### config.mk
export PLATFORM = sky130hd
export DESIGN_NAME = uart_tx_serializer_flat
export DESIGN_NICKNAME = d
export VERILOG_FILES = /design/src/rtl/uart_tx_serializer_if.sv /design/src/rtl/uart_tx_serializer.sv /design/src/flat_wrapper.sv
export SDC_FILE = /design/constraint.sdc
export NUM_CORES = 1
export LEC_CHECK = 0
export ABC_AREA = 1
export CORE_MARGIN = 4
export CORE_UTILIZATION = 52
export DETAILED_ROUTE_END_ITERATION = 10
export PLACE_DENSITY = 0.75
export SYNTH_ARGS = -nofsm -noshare
export SYNTH_HDL_FRONTEND = slang
export SYNTH_SLANG_ARGS = --single-unit
### constraint.sdc
create_clock -name clk -period 1.68 [get_ports clk]
set_input_delay 0.336 -clock clk [delete_from_list [all_inputs] [get_ports clk]]
set_output_delay 0.336 -clock clk [all_outputs]
set_load 0.01 [all_outputs]
### src/rtl/uart_tx_serializer_if.sv
// Byte-in / serial-out handshake between the word-to-byte shifter and the UART transmitter.
// master = upstream shifter side, slave = uart_tx_serializer.
interface uart_tx_serializer_if;
    logic       tx_start;
    logic [7:0] tx_data;
    logic       uart_tx;
    logic       tx_busy;
    logic       tx_done;

    modport master (
        output tx_start,
        output tx_data,
        input  uart_tx,
        input  tx_busy,
        input  tx_done
    );

    modport slave (
        input  tx_start,
        input  tx_data,
        output uart_tx,
        output tx_busy,
        output tx_done
    );
endinterface

### src/rtl/uart_tx_serializer.sv
// UART transmitter: one byte per tx_start, serialized LSB first as 8N1 (8E1 when
// UART_TX_PARITY_EN is defined); all outputs registered, tx_done pulses in the last stop cycle.
module uart_tx_serializer #(
    parameter int unsigned BAUD_DIV = 434,
    parameter int unsigned CNT_W    = 16
) (
    input  logic                 clk,
    input  logic                 rst,
    uart_tx_serializer_if.slave  tx_if
);

    // state  | meaning
    // IDLE   | line high, waiting for tx_start
    // LOAD   | capture tx_data (one cycle after acceptance)
    // START  | start bit, line low
    // DATA   | eight data bits, LSB first
    // PARITY | even parity bit (UART_TX_PARITY_EN only)
    // STOP   | stop bit, line high; tx_done in its last cycle
    typedef enum logic [2:0] {
        S_IDLE   = 3'd0,
        S_LOAD   = 3'd1,
        S_START  = 3'd2,
        S_DATA   = 3'd3,
`ifdef UART_TX_PARITY_EN
        S_PARITY = 3'd4,
`endif
        S_STOP   = 3'd5
    } state_t;

    localparam logic [CNT_W-1:0] CNT_LAST = CNT_W'(BAUD_DIV - 1);

    state_t           state_q,    state_d;
    logic [CNT_W-1:0] baud_cnt_q, baud_cnt_d;
    logic [2:0]       bit_idx_q,  bit_idx_d;
    logic [7:0]       shreg_q,    shreg_d;
    logic             uart_tx_q,  uart_tx_d;
    logic             tx_busy_q,  tx_busy_d;
    logic             tx_done_q,  tx_done_d;
`ifdef UART_TX_PARITY_EN
    logic             parity_q,   parity_d;
`endif

    logic bit_last;
    assign bit_last = (baud_cnt_q == CNT_LAST);

    always_ff @(posedge clk or negedge rst) begin
        if (!rst) begin
            state_q    <= S_IDLE;
            baud_cnt_q <= '0;
            bit_idx_q  <= '0;
            shreg_q    <= '0;
            uart_tx_q  <= 1'b1;
            tx_busy_q  <= 1'b0;
            tx_done_q  <= 1'b0;
`ifdef UART_TX_PARITY_EN
            parity_q   <= 1'b0;
`endif
        end else begin
            state_q    <= state_d;
            baud_cnt_q <= baud_cnt_d;
            bit_idx_q  <= bit_idx_d;
            shreg_q    <= shreg_d;
            uart_tx_q  <= uart_tx_d;
            tx_busy_q  <= tx_busy_d;
            tx_done_q  <= tx_done_d;
`ifdef UART_TX_PARITY_EN
            parity_q   <= parity_d;
`endif
        end
    end

    always_comb begin
        state_d    = state_q;
        baud_cnt_d = baud_cnt_q;
        bit_idx_d  = bit_idx_q;
        shreg_d    = shreg_q;
`ifdef UART_TX_PARITY_EN
        parity_d   = parity_q;
`endif

        case (state_q)
            S_IDLE: begin
                baud_cnt_d = '0;
                bit_idx_d  = '0;
                if (tx_if.tx_start) begin
                    state_d = S_LOAD;
                end
            end
            S_LOAD: begin
                shreg_d    = tx_if.tx_data;
                baud_cnt_d = '0;
                bit_idx_d  = '0;
`ifdef UART_TX_PARITY_EN
                parity_d   = ^tx_if.tx_data;
`endif
                state_d    = S_START;
            end
            S_START: begin
                if (bit_last) begin
                    baud_cnt_d = '0;
                    state_d    = S_DATA;
                end else begin
                    baud_cnt_d = baud_cnt_q + 1'b1;
                end
            end
            S_DATA: begin
                if (bit_last) begin
                    baud_cnt_d = '0;
                    shreg_d    = {1'b0, shreg_q[7:1]};
                    bit_idx_d  = bit_idx_q + 3'd1;
                    if (bit_idx_q == 3'd7) begin
`ifdef UART_TX_PARITY_EN
                        state_d = S_PARITY;
`else
                        state_d = S_STOP;
`endif
                    end
                end else begin
                    baud_cnt_d = baud_cnt_q + 1'b1;
                end
            end
`ifdef UART_TX_PARITY_EN
            S_PARITY: begin
                if (bit_last) begin
                    baud_cnt_d = '0;
                    state_d    = S_STOP;
                end else begin
                    baud_cnt_d = baud_cnt_q + 1'b1;
                end
            end
`endif
            S_STOP: begin
                if (bit_last) begin
                    baud_cnt_d = '0;
                    state_d    = S_IDLE;
                end else begin
                    baud_cnt_d = baud_cnt_q + 1'b1;
                end
            end
            default: begin
                state_d    = S_IDLE;
                baud_cnt_d = '0;
                bit_idx_d  = '0;
            end
        endcase
    end

    // Outputs are decoded from the next state so they land in the same cycle as the state itself.
    always_comb begin
        uart_tx_d = 1'b1;
        tx_busy_d = 1'b0;
        tx_done_d = 1'b0;

        case (state_d)
            S_LOAD: begin
                tx_busy_d = 1'b1;
            end
            S_START: begin
                uart_tx_d = 1'b0;
                tx_busy_d = 1'b1;
            end
            S_DATA: begin
                uart_tx_d = shreg_d[0];
                tx_busy_d = 1'b1;
            end
`ifdef UART_TX_PARITY_EN
            S_PARITY: begin
                uart_tx_d = parity_d;
                tx_busy_d = 1'b1;
            end
`endif
            S_STOP: begin
                tx_busy_d = 1'b1;
                tx_done_d = (baud_cnt_d == CNT_LAST);
            end
            default: begin
                uart_tx_d = 1'b1;
            end
        endcase
    end

    assign tx_if.uart_tx = uart_tx_q;
    assign tx_if.tx_busy = tx_busy_q;
    assign tx_if.tx_done = tx_done_q;

endmodule

### src/flat_wrapper.sv
// flat-port wrapper written by rule: the top's interface ports become plain ports
module uart_tx_serializer_flat 
#(
    parameter int unsigned BAUD_DIV = 434,
    parameter int unsigned CNT_W    = 16
)
  (clk, rst, tx_if_tx_start, tx_if_tx_data, tx_if_uart_tx, tx_if_tx_busy, tx_if_tx_done);
  uart_tx_serializer_if tx_if_i ();
  input  logic clk;
  input  logic rst;
  input wire logic [$bits(tx_if_i.tx_start)-1:0] tx_if_tx_start;
  input wire logic [$bits(tx_if_i.tx_data)-1:0] tx_if_tx_data;
  output wire logic [$bits(tx_if_i.uart_tx)-1:0] tx_if_uart_tx;
  output wire logic [$bits(tx_if_i.tx_busy)-1:0] tx_if_tx_busy;
  output wire logic [$bits(tx_if_i.tx_done)-1:0] tx_if_tx_done;
  assign tx_if_i.tx_start = tx_if_tx_start;
  assign tx_if_i.tx_data = tx_if_tx_data;
  assign tx_if_uart_tx = tx_if_i.uart_tx;
  assign tx_if_tx_busy = tx_if_i.tx_busy;
  assign tx_if_tx_done = tx_if_i.tx_done;
  uart_tx_serializer #(.BAUD_DIV(BAUD_DIV), .CNT_W(CNT_W)) u_core (.clk(clk), .rst(rst), .tx_if(tx_if_i));
endmodule
; ---- Word-level counts from Yosys, hierarchy flattened
; Index checks and enable logic that the tools add are counted.
; W data, S select, Z words.
[word_totals]
ff_bits = 33
inputBits = 11
word_cells = 45
[op_classes]
n_addsub = 2
eq_ne = 12
n_mux = 15
bitwise = 1
reduce_logical = 7
[op_table]
columns = op, n
row1 = $eq A16 B9 Y1 const B, 2
row2 = $mux W16, 2
row3 = $mux W3, 6
row4 = $add A16 B1 Y16 const B, 1
row5 = $pmux W8 S2, 1
row6 = $pmux W3 S5, 1
row7 = $eq A3 B2 Y1 const B, 4
row8 = $eq A3 B3 Y1 const B, 3
row9 = $mux W8, 1
row10 = $eq A3 B1 Y1 const B, 2
row11 = $pmux W3 S2, 1
row12 = $reduce_and A2 Y1, 2
row13 = $reduce_or A4 Y1, 1
row14 = $add A3 B1 Y3 const B, 1
row15 = $logic_not A3 Y1, 1
row16 = $reduce_or A3 Y1, 1
row17 = $mux W1, 2
row18 = $ne A2 B1 Y1 const B, 1
row19 = $pmux W1 S2, 1
row20 = $reduce_bool A2 Y1, 1
row21 = $reduce_or A2 Y1, 1
row22 = $not A1 Y1, 1

; ---- Depth between registers and ports, before layout
; Gate-level depths: netlist of run 1.
[logic_depth]
word_depth = 7
ltp_mapped = 13

; ---- Least setup slack after synthesis of run 1
; Ideal clock, no wire load.
[synth_path]
kind = register to register
start = reg u_core.baud_cnt_q[1]
end = reg u_core.tx_busy_q, in the netlist u_core.tx_if.tx_busy
setup_ns = 0.124
arrival_time_ns = 1.445
t_required_ns = 1.556
path_slack_ns = 0.111
path_stages_with_launch = 13
n_path_buf = 0
synth_period_minus_slack_ns = 1.569
path_cell_list = dfrtp_1 -> inv_1 -> ha_1 -> inv_1 -> nor2_1 -> nand2_1 -> nor2_2 -> nand2_2 -> inv_2 -> nand3b_1 -> nand3_2 -> inv_2 -> or2_1
[synth_via]
elab_chain_len = 6
[synth_rtl]
columns = item, line
row1 = start: declaration, uart_tx_serializer.sv:33  ; logic [CNT_W-1:0] baud_cnt_q, baud_cnt_d;
row2 = start signal: assignment, uart_tx_serializer.sv:60  ; baud_cnt_q <= baud_cnt_d;
row3 = $eq A16 B9 Y1 (*), uart_tx_serializer.sv:44  ; assign bit_last = (baud_cnt_q == CNT_LAST);
row4 = $mux W3 (on tied branches), "uart_tx_serializer.sv:133, uart_tx_serializer.sv:99, uart_tx_serializer.sv:107"
row5 = $pmux W3 S5 (*), uart_tx_serializer.sv:81  ; case (state_q)
row6 = net u_core.state_d[1], uart_tx_serializer.sv:32  ; state_t state_q, state_d;
row7 = "$eq A3 B1 Y1, or another cell as far along", uart_tx_serializer.sv:154  ; case (state_d)
row8 = $reduce_or A4 Y1 (no line) (*), n/a
row9 = $mux W1 (*), uart_tx_serializer.sv:154
row10 = net u_core.tx_busy_d, uart_tx_serializer.sv:37  ; logic tx_busy_q, tx_busy_d;
row11 = end signal: assignment, uart_tx_serializer.sv:64  ; tx_busy_q <= tx_busy_d;
row12 = end: declaration, uart_tx_serializer.sv:37
; Mark *: on every way through the listed nets, which the timed path passes. The rest lies on a longest branch.
; A chain may end at the register's enable or synchronous reset.

; ---- Final worst setup path of run 1
; Ends and elaborated chain as after synthesis.

==> impl_metrics.py, run 1 <==
metrics = {
    "sta": {
        "whs_ps": 451,
        "hold_violations": 0,
        "period_minus_slack_ps": 1690,
        "rsz0062_at_grt": "true",
        "finalCritPeriodShare_pct": 101,
        "final.setup.tns_ps": -12.3,
        "worst_pin_slew_ps": 408,
        "finalSetupViolations": 1,
        "fin_skew_ps": 7.26,
        "worst_slack_ps": -12.3,
        "fmax_mhz": 591,
        "final_max_slew_viol_count": 0,
        "relSlewSlack_pct": 72.8,
    },
    "global_routing": {
        "grt.overflow.total": 0,
        "antenna_found_initial": 0,
        "grt_max_degree": 34,
        "grt_pass1_wl_mm": 7.72,
        "grt_usage_pct": 19.7,
        "grt_pass1_vias": 1730,
    },
    "detailed_routing": {
        "wl_mm": 4.48,
        "drtPass1Iterations": 5,
        "wl_per_cell_microns": 12.9,
        "drc": 0,
        "routed_via_density": 5.16,
        "ant_nets": 0,
        "num_vias": 1796,
        "drt_iter0_markers": 236,
    },
    "power": {
        "total_leakage_power_nw": 1.24,
        "p_int_mw": 1.31,
        "seq_power_share_pct": 49.7,
        "p_comb_share_pct": 3.0,
        "p_clk_share_pct": 47.3,
        "finalPower_mw": 1.63,
        "switching_share_pct": 19.3,
        "p_sw_mw": 0.315,
        "p_per_area_nw_per_um2": 680,
        "ir_worst_vdd_uv": 452,
    },
    "outcome": {
        "outcome": "finished, violations left",
        "violations": "setup timing",
    },
    "layout": {
        "utilization_pct": 65.4,
        "drive_above_1_share_pct": 20.3,
        "fin_nets": 314,
        "areaGrowthSynthToFinish_pct": 22.2,
        "n_fill_cell": 317,
        "antenna_cells": 0,
    },
    "synth": {
        "synth.yosys.seq_area_share_pct": 42.2,
        "synth_top_cell_area_share_pct": 40.9,
        "syn_area_sq_um": 1960,
        "synth_edf_count": 0,
        "synth-main-ff-cell": "dfrtp_1",
        "yosys.area.top_type": "dfrtp_1",
        "netlist_top_cells_area": "dfrtp_1 41%, nand2_1 12%, nor2_1 7.7%",
        "async_flop_share_pct": 100,
        "synth-seq-cells": 33,
        "ys_warn_count": 0,
        "ys_top_cells_by_count": "64 x nand2_1, 40 x nor2_1, 33 x inv_1",
        "syn_nets": 281,
        "synth_cells": 266,
        "synth_most_common_cell": "nand2_1",
        "synth.distinct_cells": 29,
        "syn-mean-instance-area_sq_um": 7.37,
    },
    "place": {
        "gp_congestion": 0.944,
        "dp_hpwl_mm": 3.42,
        "io_buffers": 13,
    },
    "cts": {
        "cts_buffers": 5,
        "ctsHoldBuffers": 0,
        "cts_tree": "yes",
        "clkLatencyLatePin_ps": 290,
        "htreeDepth": 2,
        "cts.sinks": 33,
        "clock-root-buffer": "clkbuf_8",
        "clk_pin_slew_worst_paths_ps": 70,
        "cts_buffer_depth": 2,
    },
    "die": {
        "die_area_sq_um": 4810,
        "io_pins": 14,
        "start_util_pct": 53.5,
        "die_x_microns": 69.4,
        "rows": 22,
        "core_area_sq_um": 3660,
        "fp.dieH_microns": 69.4,
    },
    "setup_path": {
        "crit_arrival_ps": 1870,
        "worstSetupStartpointType": "register",
        "worstReg2RegStart": "u_core.baud_cnt_q[1]$_DFF_PN0_",
        "path_max_fanout": 4,
        "crit_path_end_kind": "register",
        "worstPathRequired_ps": 1850,
        "cp-startpoint": "u_core.baud_cnt_q[1]$_DFF_PN0_",
        "crit_type": "register to register",
    },
    "job": {
        "max_cap_violations": 0,
    },
    "min_path": {
        "min_path_type": "input port to async pin",
    },
}
-- final cells by class --
type	count	area (sq um)	share of cell area, %
Tap cell	48	60.1	2.51
Multi-Input combinational cell	191	983	41.1
Timing Repair Buffer	28	258	10.8
Clock inverter	1	30.0	1.25
Inverter	40	150	6.27
Clock buffer	7	86.3	3.61
Sequential cell	33	827	34.5
-- cell usage in the layout (no fill, tap or decap), types with 3 or more instances in the layout --
| master | Yosys | final |
|---|---|---|
| nor2_2 | 6 | 7 |
| inv_2 | 6 | 7 |
| dfrtp_1 | 32 | 32 |
| nor2_1 | 40 | 39 |
| nand3_1 | 29 | 28 |
| clkdlybuf4s50_1 | 0 | 12 |
| nand4_1 | 9 | 9 |
| o21ai_0 | 6 | 6 |
| nand2_2 | 10 | 10 |
| nor2_4 | 3 | 3 |
| nor3_1 | 3 | 3 |
| nand3_2 | 4 | 5 |
| clkbuf_8 | 0 | 6 |
| nand2_1 | 64 | 64 |
| buf_4 | 1 | 14 |
| inv_1 | 33 | 32 |
-- final timing paths --
| path | to | slack, ps | cells past startpoint |
|---|---|---|---|
| setup / recovery | u_core.tx_if.tx_busy$_DFF_PN0_ | -10 | 12 |
| hold / removal | u_core.baud_cnt_q[5]$_DFF_PN0_ | 450 | 2 |
| setup reg to reg | u_core.tx_if.tx_busy$_DFF_PN0_ | -10 | 12 |
| hold reg to reg | u_core.shreg_q[0]$_DFF_PN0_ | 480 | 2 |
| max in group asynchronous | u_core.tx_if.uart_tx$_DFF_PN1_ | 900 | 2 |
| min in group clk | u_core.shreg_q[0]$_DFF_PN0_ | 480 | 2 |
-- critical path, stage by stage, from the launching register on --
cell      delay [ps]
dfrtp_1          400
inv_1             80
ha_2             200
inv_2             40
nor2_2            90
nand2_1           70
nor2_2           130
nand2_2          120
inv_2             70
nand3b_1          80
nand3_2           80
inv_2             40
or2_1            200
-- logic make-up (layout without fill, tap and decap cells) --
logic type	after synthesis	after routing	synth area share, %
buffers and inverters	42	76	8.62
DFF	33	33	42.2
and+or+nand+nor	171	171	40.9
adders and majority gates	4	4	2.55
AOI/OAI and AO/OA	14	14	4.85
xor gates and xnor gates	2	2	0.894
-- timing repair --
item / 4_1_cts / 5_1_grt
setup endpoints to repair: 3 / 13
gates resized for setup: 1 / 6
pin swaps: 2 / 4
buffers inserted: 1 / 2
gates cloned: 0 / 0
-- power by group through the flow --
stage / Clock, mW / Combinational [mW] / Sequential [mW]
5_1_grt: 0.817 / 0.0560 / 0.810
3_5_place_dp: 0 / 0.0503 / 0.824
4_1_cts: 0.772 / 0.0505 / 0.810
2_1_floorplan: 0 / 0.00848 / 0.823
3_3_place_gp: 0 / 0.0499 / 0.824
6_report: 0.771 / 0.0489 / 0.810
-- state kept, by name, summed over array words and instances (netlist names) --
signal	flops
u_core.baud_cnt_q	16
u_core.tx_if.tx_done	1
u_core.tx_if.uart_tx	1
u_core.bit_idx_q	3
u_core.shreg_q	8
u_core.state_q	3
u_core.tx_if.tx_busy	1
-- stage by stage --
step	area, sq um	setup WS (ps)	cells
6_report	2390	-12.3	348
5_1_grt	2390	-170	348
4_1_cts	2360	-0.888	346
3_5_place_dp	2230	-11.1	337
3_3_place_gp	2230	-12.8	337
2_1_floorplan	1960	111	266
-- layer usage --
layer	vias up	share of wire, %	routed length (microns)	track usage [%]
met4	0	2.7	123	8.68
met5	-	0	0	0
met2	56	47	2110	30.0
li1	907	-	-	-
met1	817	44	1950	26.1
met3	16	6.6	297	5.65
Power figures use the tool's default switching activity.
==> inputs of run 2 (changes only) <==
--- a/config.mk
+++ b/config.mk
@@ -5,7 +5,6 @@
 export SDC_FILE = /design/constraint.sdc
 export NUM_CORES = 1
 export LEC_CHECK = 0
-export ABC_AREA = 1
 export CORE_MARGIN = 4
 export CORE_UTILIZATION = 52
 export DETAILED_ROUTE_END_ITERATION = 10
==> impl_metrics.py, run 2 <==
metrics = {
    "outcome": {
        "outcome": "finished, violations left",
        "violations": "setup timing",
    },
    "global_routing": {
        "grt_pass1_vias": 1810,
        "antenna_found_initial": 0,
        "grt_usage_pct": 21.8,
        "grt_pass1_wl_mm": 8.38,
        "grt_max_degree": 34,
        "grt.overflow.total": 0,
    },
    "layout": {
        "largest_reg_flops": 16,
        "post-route-cell-area_sq_um": 2630,
        "drive_above_1_share_pct": 29.2,
        "final_cell_mix": "44 x buf_4, 31 x dfrtp_1, 25 x nor2_1",
        "seqCellArea_sq_um": 828,
        "utilization_pct": 71.7,
        "antenna_cells": 0,
        "reg_top3": "u_core.baud_cnt_q: 16 flops, u_core.shreg_q: 8 flops",
        "top_register": "u_core.baud_cnt_q",
        "multi_input_area_sq_um": 1050,
        "areaGrowthSynthToFinish_pct": 32.9,
        "final_common_cell": "buf_4",
        "n_fill_cell": 260,
        "fin_nets": 278,
    },
    "place": {
        "io_buffers": 13,
        "place_area_sq_um": 2430,
        "dp_hpwl_mm": 3.28,
        "dp_slack_ps": -212,
        "gp_congestion": 0.874,
    },
    "cts": {
        "clock-root-buffer": "clkbuf_8",
        "clk_pin_slew_worst_paths_ps": 70,
        "clkLatencyLatePin_ps": 290,
        "ctsHoldBuffers": 0,
        "cts_buffers": 5,
        "cts_tree": "yes",
        "htreeDepth": 2,
        "cts_buffer_depth": 2,
        "cts.sinks": 33,
    },
    "die": {
        "die_x_microns": 69.6,
        "core_area_sq_um": 3660,
        "die_area_sq_um": 4850,
        "fp.dieH_microns": 69.6,
        "start_util_pct": 54.0,
        "io_pins": 14,
        "rows": 22,
    },
    "synth": {
        "synth_most_common_cell": "dfrtp_1",
        "synth.yosys.seq_area_share_pct": 41.9,
        "ys_top_cells_by_count": "32 x dfrtp_1, 25 x nor2_1, 14 x nand2_1",
        "netlist_top_cells_area": "dfrtp_1 41%, nor2_1 4.7%, xnor2_1 4.4%",
        "synth.distinct_cells": 57,
        "syn_area_sq_um": 1980,
        "ys_warn_count": 0,
        "synth_cells": 207,
        "synth_top_cell_area_share_pct": 40.5,
        "synth_edf_count": 0,
        "syn_nets": 222,
        "syn-mean-instance-area_sq_um": 9.54,
        "async_flop_share_pct": 100,
        "yosys.area.top_type": "dfrtp_1",
        "synth-main-ff-cell": "dfrtp_1",
        "synth-seq-cells": 33,
    },
    "power": {
        "ir_worst_vdd_uv": 788,
        "total_leakage_power_nw": 1.16,
        "p_per_area_nw_per_um2": 1120,
    },
    "setup_path": {
        "crit_arrival_ps": 2170,
        "crit_path_end_kind": "register",
        "worstPathRequired_ps": 1870,
        "reg2reg_depth": 7,
        "path_max_fanout": 5,
        "crit_type": "register to register",
        "worstSetupStartpointType": "register",
    },
    "detailed_routing": {
        "wl_per_cell_microns": 16.2,
        "ant_nets": 0,
        "wl_mm": 5.04,
        "drtPass1Iterations": 4,
        "drc": 0,
        "routed_via_density": 5.65,
        "drt_iter0_markers": 159,
        "num_vias": 1763,
    },
    "sta": {
        "relSlewSlack_pct": 73.5,
        "final_max_slew_viol_count": 0,
        "rsz0062_at_grt": "true",
        "finalSetupViolations": 33,
        "final.setup.tns_ps": -3260,
        "hold_violations": 0,
        "fin_skew_ps": 7.94,
        "fmax_mhz": 505,
        "worst_pin_slew_ps": 393,
        "finalCritPeriodShare_pct": 118,
        "period_minus_slack_ps": 1980,
        "worst_slack_ps": -300,
    },
    "job": {
        "max_cap_violations": 0,
    },
    "min_path": {
        "min_path_type": "input port to async pin",
    },
}
run 2: per-layer routing:
layer,GRT usage [%],wire [microns],up-vias
li1,-,-,850
met4,9.36,132,0
met5,0,0,-
met1,25.7,2080,850
met3,4.64,241,14
met2,38.2,2590,49
run 2: final cells by class:
type,count,share of cell area (%)
Clock buffer,7,3.29
Timing Repair Buffer,61,19.7
Clock inverter,1,1.14
Inverter,13,1.86
Tap cell,48,2.29
Sequential cell,33,31.6
Multi-Input combinational cell,149,40.2
run 2: logic make-up after synthesis:
| group | count (synthesis) | synth area share [%] |
|---|---|---|
| multiplexers | 1 | 0.507 |
| flip-flops | 33 | 41.9 |
| XOR/XNOR | 14 | 6.21 |
| AND/OR/NAND/NOR | 88 | 26.5 |
| adder cells (fa/ha/maj) | 4 | 2.53 |
| AO/OA/AOI/OAI | 42 | 15.1 |
| buffers and inverters | 25 | 7.35 |
run 2: repair_timing:
item,CTS,global route
endpoints found under the hold margin,0,0
resized for setup,9,7
buffers inserted,0,1
gates cloned,1,0
endpoints found under the setup margin,33,34
pin swaps,6,3
run 2: power by group:
part           internal, mW  switching [mW]  total, mW  leakage (nW)
logic                 0.534           0.469       1.00         0.694
registers             0.962           0.192       1.15         0.411
clock network         0.484           0.299      0.783        0.0585
run 2: final timing paths:
path | startpoint | end | slack, ps
worst min register to register | u_core.baud_cnt_q[0]$_DFF_PN0_ | u_core.baud_cnt_q[0]$_DFF_PN0_ | 510
worst max register to register | u_core.baud_cnt_q[0]$_DFF_PN0_ | u_core.tx_if.tx_done$_DFF_PN0_ | -300
max in group asynchronous | rst | u_core.tx_if.uart_tx$_DFF_PN1_ | 1020
worst min-delay path | rst | u_core.state_q[0]$_DFF_PN0_ | 420
worst max-delay path | u_core.baud_cnt_q[0]$_DFF_PN0_ | u_core.tx_if.tx_done$_DFF_PN0_ | -300
min in group clk | u_core.baud_cnt_q[0]$_DFF_PN0_ | u_core.baud_cnt_q[0]$_DFF_PN0_ | 510
run 2: through the flow:
stage               std cells  hold slack [ps]  total power [mW]
floorplan                 207             40.4              1.75
global placement          302              483              2.08
detailed placement        302              500              2.10
CTS                       311              436              2.91
global route              312              441              3.14
finish                    312              423              2.94
run 2: worst max-delay path, cell delays in order, from the launching register on:
cell,delay (ps)
dfrtp_2,410
buf_6,120
nand4_1,190
buf_4,210
nor3_2,230
xnor2_1,210
nand3_1,180
a2111oi_4,340
